$ cat src/rtl/lfsr_rng_param.sv
// lfsr_rng_param: XNOR Fibonacci-LFSR random-number generator with start/busy/done handshake.
// Define LFSR_LOCKUP_FIX_EN to clear bit0 of an all-ones seed (the XNOR lockup state).
module lfsr_rng_param #(
  parameter int WIDTH = 14,
  parameter logic [WIDTH-1:0] TAPS = 14'h2015,
  parameter int SHIFTS = 14
) (
  input  logic             clk,
  input  logic             reset_n,
  input  logic             start,
  input  logic             seed_en,
  input  logic [WIDTH-1:0] seed_in,
  output logic             busy,
  output logic             done_tick,
  output logic [WIDTH-1:0] random_num
);
  localparam int CW = $clog2(SHIFTS + 1);
  typedef enum logic [1:0] {IDLE, SHIFT, DONE} state_t;
  state_t state;
  logic [WIDTH-1:0] ctr, work, raw, seed, nxt;
  logic [CW-1:0] cnt;
  assign raw = seed_en ? seed_in : ctr;
`ifdef LFSR_LOCKUP_FIX_EN
  assign seed = &raw ? {raw[WIDTH-1:1], 1'b0} : raw;
`else
  assign seed = raw;
`endif
  assign nxt = {work[WIDTH-2:0], ~^(work & TAPS)};
  assign busy = state == SHIFT || state == DONE;
  assign done_tick = state == DONE;
  always_ff @(posedge clk or negedge reset_n) begin
    if (!reset_n) begin
      state <= IDLE;
      ctr <= '0;
      work <= '0;
      cnt <= '0;
      random_num <= '0;
    end else begin
      ctr <= ctr + 1'b1;
      case (state)
        IDLE: if (start) begin
          work <= seed;
          cnt <= CW'(SHIFTS);
          state <= SHIFT;
        end
        SHIFT: begin
          work <= nxt;
          cnt <= cnt - 1'b1;
          if (cnt == CW'(1)) begin
            state <= DONE;
            random_num <= nxt;
          end
        end
        DONE: state <= IDLE;
        default: state <= IDLE;
      endcase
    end
  end
endmodule

$ cat config.mk
export PLATFORM = sky130hd
export DESIGN_NAME = lfsr_rng_param
export DESIGN_NICKNAME = d
export VERILOG_FILES = /design/src/rtl/lfsr_rng_param.sv
export SDC_FILE = /design/constraint.sdc
export NUM_CORES = 1
export LEC_CHECK = 0
export BUFFER_PORTS_ARGS = -buffer_cell sky130_fd_sc_hd__buf_4
export CAP_MARGIN = 20
export CORE_UTILIZATION = 29
export DETAILED_ROUTE_END_ITERATION = 16
export GPL_TIMING_DRIVEN = 0
export PLACE_DENSITY_LB_ADDON = 0.15
export SYNTH_ARGS = -nofsm -noshare
export SYNTH_HDL_FRONTEND = slang
export SYNTH_SLANG_ARGS = --single-unit
$ cat constraint.sdc
create_clock -name clk -period 4.4 [get_ports clk]
set_input_delay 0.22 -clock clk [delete_from_list [all_inputs] [get_ports clk]]
set_output_delay 0.22 -clock clk [all_outputs]
set_load 0.02 [all_outputs]
# Word level (Yosys, flattened, before mapping)
# Cells that the tools add are included.
[classes]
n_addsub = 2
n_mul = 0
n_div = 0
n_lt_le_gt_ge = 0
n_eq_ne = 5
n_shift = 0
n_mux = 8
n_bitwise = 0
n_reduce_logical = 7
[op_table]
columns = ["op", "n"]
rows = [
  ["two-way mux 14 bit", 2],
  ["one-hot mux 14 bit (2 select lines)", 1],
  ["adder 14 x 1 -> 14 bit, second input constant", 1],
  ["XNOR reduction 14 bit", 1],
  ["one-hot mux 4 bit (2 select lines)", 1],
  ["AND reduction 2 bit", 3],
  ["== test 4 x 1 -> 1 bit, second input constant", 1],
  ["two-way mux 2 bit", 2],
  ["two-way mux 4 bit", 1],
  ["one-hot mux 2 bit (2 select lines)", 1],
  ["subtractor 4 x 1 -> 4 bit, second input constant", 1],
  ["== test 2 x 1 -> 1 bit, second input constant", 1],
  ["== test 2 bit, second input constant", 1],
  ["zero test 2 bit", 1],
  ["!= test 2 x 1 -> 1 bit, second input constant", 1],
  ["!= test 2 bit, second input constant", 1],
  ["nonzero test 2 bit", 1],
  ["logical OR 1 bit", 1],
]
[word_totals]
ff_bits = 48
latchBits = 0
ram_bits = 0
rom_bits = 0
out_inout_bits = 16
memories = 0

# Longest topological paths before layout
[depth]
depth_word = 3
mapped_depth = 7
mapped_depth_nobuf = 6

# Worst setup path after synthesis
# Ideal clock, no wire load.
[synth_timing]
kind = "register to register"
start = "register state[0]"
end = "register cnt[1]"
setup_ps = 145
arrival_ps = 1229
required_time_ps = 4255
path_slack_ps = 3026
path_stages_with_launch = 7
synth_period_minus_slack_ps = 1374
cell_sequence = "dfrtp_1 -> inv_1 -> ha_1 -> buf_2 -> o21ai_2 -> buf_2 -> a32oi_1"
[synth_via]
elab_chain_cells = 3
elab_cells_between_ends = 6
classes_between = "eq/ne (2); mux (1); reduce/logical (3)"
[synth_lines]
columns = ["item", "line", "source"]
rows = [
  ["from (decl)", "19", "state_t state;"],
  ["from (signal assigned)", "33", "state <= IDLE;"],
  ["from (signal assigned)", "44", "state <= SHIFT;"],
  ["from (signal assigned)", "50", "state <= DONE;"],
  ["== test 2 x 1 -> 1 bit / zero test 2 bit (equally long branches)", "40", "case (state)"],
  ["nonzero test 2 bit (no line) / != test 2 bit (equally long branches)", "--", ""],
  ["AND reduction 2 bit (no line)", "--", ""],
  ["to (signal assigned)", "43", "cnt <= CW'(SHIFTS);"],
  ["to (signal assigned)", "48", "cnt <= cnt - 1'b1;"],
  ["to (decl)", "21", "logic [CW-1:0] cnt;"],
]
# Several ways; a longest one is shown, not always the timed one.
# A chain may end at the register's enable or synchronous reset.

# Worst setup path in the final report
[layout_timing]
start = "register state[1]"
end = "register work[9]"
[layout_via]
elab_chain_cells = 3
elab_cells_between_ends = 6
classes_between = "eq/ne (2); mux (1); reduce/logical (3)"
[layout_lines]
columns = ["item", "line", "source"]
rows = [
  ["== test 2 x 1 -> 1 bit / zero test 2 bit (equally long branches)", "40", ""],
  ["nonzero test 2 bit (no line) / != test 2 bit (equally long branches)", "--", ""],
  ["AND reduction 2 bit (no line)", "--", ""],
  ["to (signal assigned)", "47", "work <= nxt;"],
  ["to (decl)", "20", "logic [WIDTH-1:0] ctr, work, raw, seed, nxt;"],
]
# Several ways; a longest one is shown, not always the timed one.

==> impl_metrics.json <==
{
  "yosys_register_bits": 48,
  "syn_avg_cell_area_um2": 9.70,
  "yosysWarnings": 0,
  "drt-vias-per-instance": 4.46,
  "tightest_slew_ns": 0.616,
  "worstPathMaxFanout": 10,
  "dpl_worst_slack_ns": 2.78,
  "tritoncts_clock_tree": "built",
  "layout.cells.most_common_list": "sky130_fd_sc_hd__nand2_1 (56), sky130_fd_sc_hd__dfrtp_1 (48), sky130_fd_sc_hd__buf_4 (34), sky130_fd_sc_hd__nor2_1 (16), sky130_fd_sc_hd__a21oi_1 (16)",
  "worst_hold_startpoint": "start",
  "grt_first_pass_wirelength_mm": 8.50,
  "most_frequent_standard_cell_in_the_layout_excluding_fill_and_tap_cells": "sky130_fd_sc_hd__nand2_1",
  "io_buffer_count": 32,
  "final_nets": 300,
  "hpwlAfterDp_mm": 3.51,
  "floorplan.initialDensity": 0.298,
  "first_global_vias": 1701,
  "yosys.cell_types.count": 33,
  "globalRouteTotalUtil": 0.130,
  "min_path_type": "in2reg",
  "detail_route.first_pass.iterations": 4,
  "r2r.worst_path.cells": 7,
  "synth-seq-area-share": 0.525,
  "cap_viol_max_count": 0,
  "period_share": 0.373,
  "finalCriticalPeriod_ns": 1.64,
  "worstReg2RegStart": "state[1]$_DFFE_PN0P_",
  "synth-async-reset-ratio": 1.00,
  "synthesis.instances": 236,
  "htree_num_levels": 2,
  "num-fill-cells": 824,
  "clock_tree_skew_after_final_layout_ns": 0.0102,
  "cts_inserted_buffers": 5,
  "setup_ws_ns": 2.76,
  "clock_tree.buffer_depth": 2,
  "fin_cells": 379,
  "hold_end": "state[0]$_DFFE_PN0P_",
  "drc": 0,
  "synthToLayoutAreaGrowth_pct": 20.7,
  "report.final.slew_viol_count": 0,
  "number_of_enable_flip_flop_cells_after_synthesis": 0,
  "route.vias.total": 1690,
  "power_dens_cells_nw_per_um2": 529,
  "antenna_violating_nets_post_route": 0,
  "routed_wl_mm": 4.76,
  "total_overflow_reported_by_the_global_router": 0,
  "cp_startpoint_kind": "register",
  "status": "finished, final reports clean",
  "grt_setup_unrepaired": "false",
  "clock_latency_ns": 0.30,
  "mappedNetlistArea_um2": 2290,
  "antenna_found_initial": 0,
  "ir_drop_mv": 0.153,
  "peak_freq_mhz": 609,
  "postCtsSetupRepairBufs": 0,
  "criticalPathCategory": "reg2reg",
  "drtIter0Drc": 80,
  "fp-row-count": 32,
  "static-leakage-power_nw": 1.31,
  "post_synth_main_area_contributors": "sky130_fd_sc_hd__dfrtp_1 (52%), sky130_fd_sc_hd__nand2_1 (9.2%), sky130_fd_sc_hd__xnor2_1 (3.8%), sky130_fd_sc_hd__a21oi_1 (3.5%), sky130_fd_sc_hd__mux2i_1 (3.5%)",
  "worst-endpoint-required_ns": 4.62,
  "slew_headroom": 0.589,
  "grt_max_degree": 49,
  "cts_root_buf": "sky130_fd_sc_hd__clkbuf_8",
  "yosys.area.top_type_share": 0.525,
  "yosys_top_cell_by_area": "sky130_fd_sc_hd__dfrtp_1",
  "clock_sinks": 48,
  "clkTransAtPathRegs_ns": 0.09,
  "hold_viol_final": 0,
  "finalSetupViolCount": 0,
  "crit_arrival_ns": 1.87,
  "antenna_cells_inserted": 0,
  "crit_path_end_kind": "register",
  "worst_reg2reg_setup_slack_ns": 2.76,
  "crit-reg2reg-capture": "work[9]$_DFFE_PN0P_",
  "post-place-cells": 370,
  "io_pins": 34,
  "setup_total_negative_slack_ns": 0,
  "routabilityCongestion": 0.686,
  "synth_ff_type": "sky130_fd_sc_hd__dfrtp_1",
  "fp.coreArea_um2": 7690,
  "timing.hold.ws_ns": 0.208,
  "dieArea_um2": 8250,
  "dieWidth_um": 90.8,
  "layout_cell_share_with_drive_strength_beyond_1": 0.224,
  "synth_nets": 260,
  "wl_per_cell_um": 12.6,
  "fp.dieH_um": 90.8,
  "worstHoldPathCells": 3
}
==> power breakdown <==
group	total (W)	internal, W	switching, W	leakage [nW]
Clock	0.000282	0.000129	0.000153	0.0516
Combinational	0.000535	0.000220	0.000316	0.670
Sequential	0.000645	0.000550	0.0000951	0.585
Total	0.00146	0.000899	0.000564	1.31
==> worst max-delay path, cell delays in order (launching register included) <==
cell	delay (ns)
sky130_fd_sc_hd__dfrtp_1	0.39
sky130_fd_sc_hd__inv_1	0.07
sky130_fd_sc_hd__ha_1	0.19
sky130_fd_sc_hd__buf_2	0.18
sky130_fd_sc_hd__o21ai_2	0.31
sky130_fd_sc_hd__buf_2	0.28
sky130_fd_sc_hd__nand2_1	0.07
sky130_fd_sc_hd__o21ai_0	0.07
==> timing repair <==
item | 4_1_cts | 5_1_grt
hold buffers | 1 | 0
setup endpoints to repair | 0 | 0
resized for setup | 0 | 0
endpoints found under the hold margin | 48 | 0
==> state kept, by name, summed over array words and instances, names as in the netlist <==
name        flops
random_num     14
work           14
cnt             4
ctr            14
state           2
==> Yosys cell counts (2+ instances only) <==
cell                       n
sky130_fd_sc_hd__nor2_1   16
sky130_fd_sc_hd__a21oi_1  16
sky130_fd_sc_hd__inv_1     6
sky130_fd_sc_hd__nand2_1  56
sky130_fd_sc_hd__xnor2_1  10
sky130_fd_sc_hd__o21ai_0  15
sky130_fd_sc_hd__ha_1      6
sky130_fd_sc_hd__mux2i_1   8
sky130_fd_sc_hd__buf_4     2
sky130_fd_sc_hd__xor2_1    5
sky130_fd_sc_hd__nand3_1   8
sky130_fd_sc_hd__mux2_2    5
sky130_fd_sc_hd__o22ai_1  11
sky130_fd_sc_hd__dfrtp_1  48
sky130_fd_sc_hd__buf_2     6
==> metal layers <==
metal | up-vias | global-route usage | share of wire
met5 | - | 0 | 0
met4 | 0 | 0.0397 | 0.012
met3 | 4 | 0.0295 | 0.028
met2 | 23 | 0.189 | 0.44
met1 | 784 | 0.190 | 0.52
li1 | 879 | - | -
==> area by class of cell <==
class,count,area [um^2],share of cell area
Buffer,10,52.6,0.0190
Multi-Input combinational cell,171,1010,0.365
Sequential cell,48,1200,0.435
Inverter,7,26.3,0.00951
Timing Repair Buffer,33,250,0.0906
Tap cell,102,128,0.0462
Clock inverter,2,13.8,0.00498
Clock buffer,6,82.6,0.0299
==> worst max path at each step <==
stage | from | endpoint | slack, ns | depth (start not counted)
floorplan | state[0]$_DFFE_PN0P_ | cnt[1]$_DFFE_PN0P_ | 3.03 | 6
detailed placement | state[1]$_DFFE_PN0P_ | cnt[1]$_DFFE_PN0P_ | 2.78 | 6
CTS | state[1]$_DFFE_PN0P_ | cnt[0]$_DFFE_PN0P_ | 2.74 | 7
global route | state[1]$_DFFE_PN0P_ | work[6]$_DFFE_PN0P_ | 2.55 | 7
finish | state[1]$_DFFE_PN0P_ | work[9]$_DFFE_PN0P_ | 2.76 | 7
global placement | state[1]$_DFFE_PN0P_ | cnt[1]$_DFFE_PN0P_ | 2.78 | 6
==> logic make-up (layout without fill, tap and decap cells) <==
family,Yosys count,count (layout),synth area share
and+or+nand+nor,89,89,0.172
AOI/OAI and AO/OA,48,48,0.119
DFF,48,48,0.525
buffers and inverters,17,58,0.0344
xor gates and xnor gates,15,15,0.0574
muxes,13,13,0.0596
adders and majority gates,6,6,0.0328
==> metrics by stage <==
stage | util | cell area (um^2) | power (W)
2_1_floorplan | - | 2290 | 0.00101
3_3_place_gp | 0.346 | 2660 | 0.00119
3_5_place_dp | 0.346 | 2660 | 0.00120
4_1_cts | 0.359 | 2760 | 0.00149
5_1_grt | 0.359 | 2760 | 0.00159
6_report | 0.359 | 2760 | 0.00146
(Power assumes the default switching activity.)
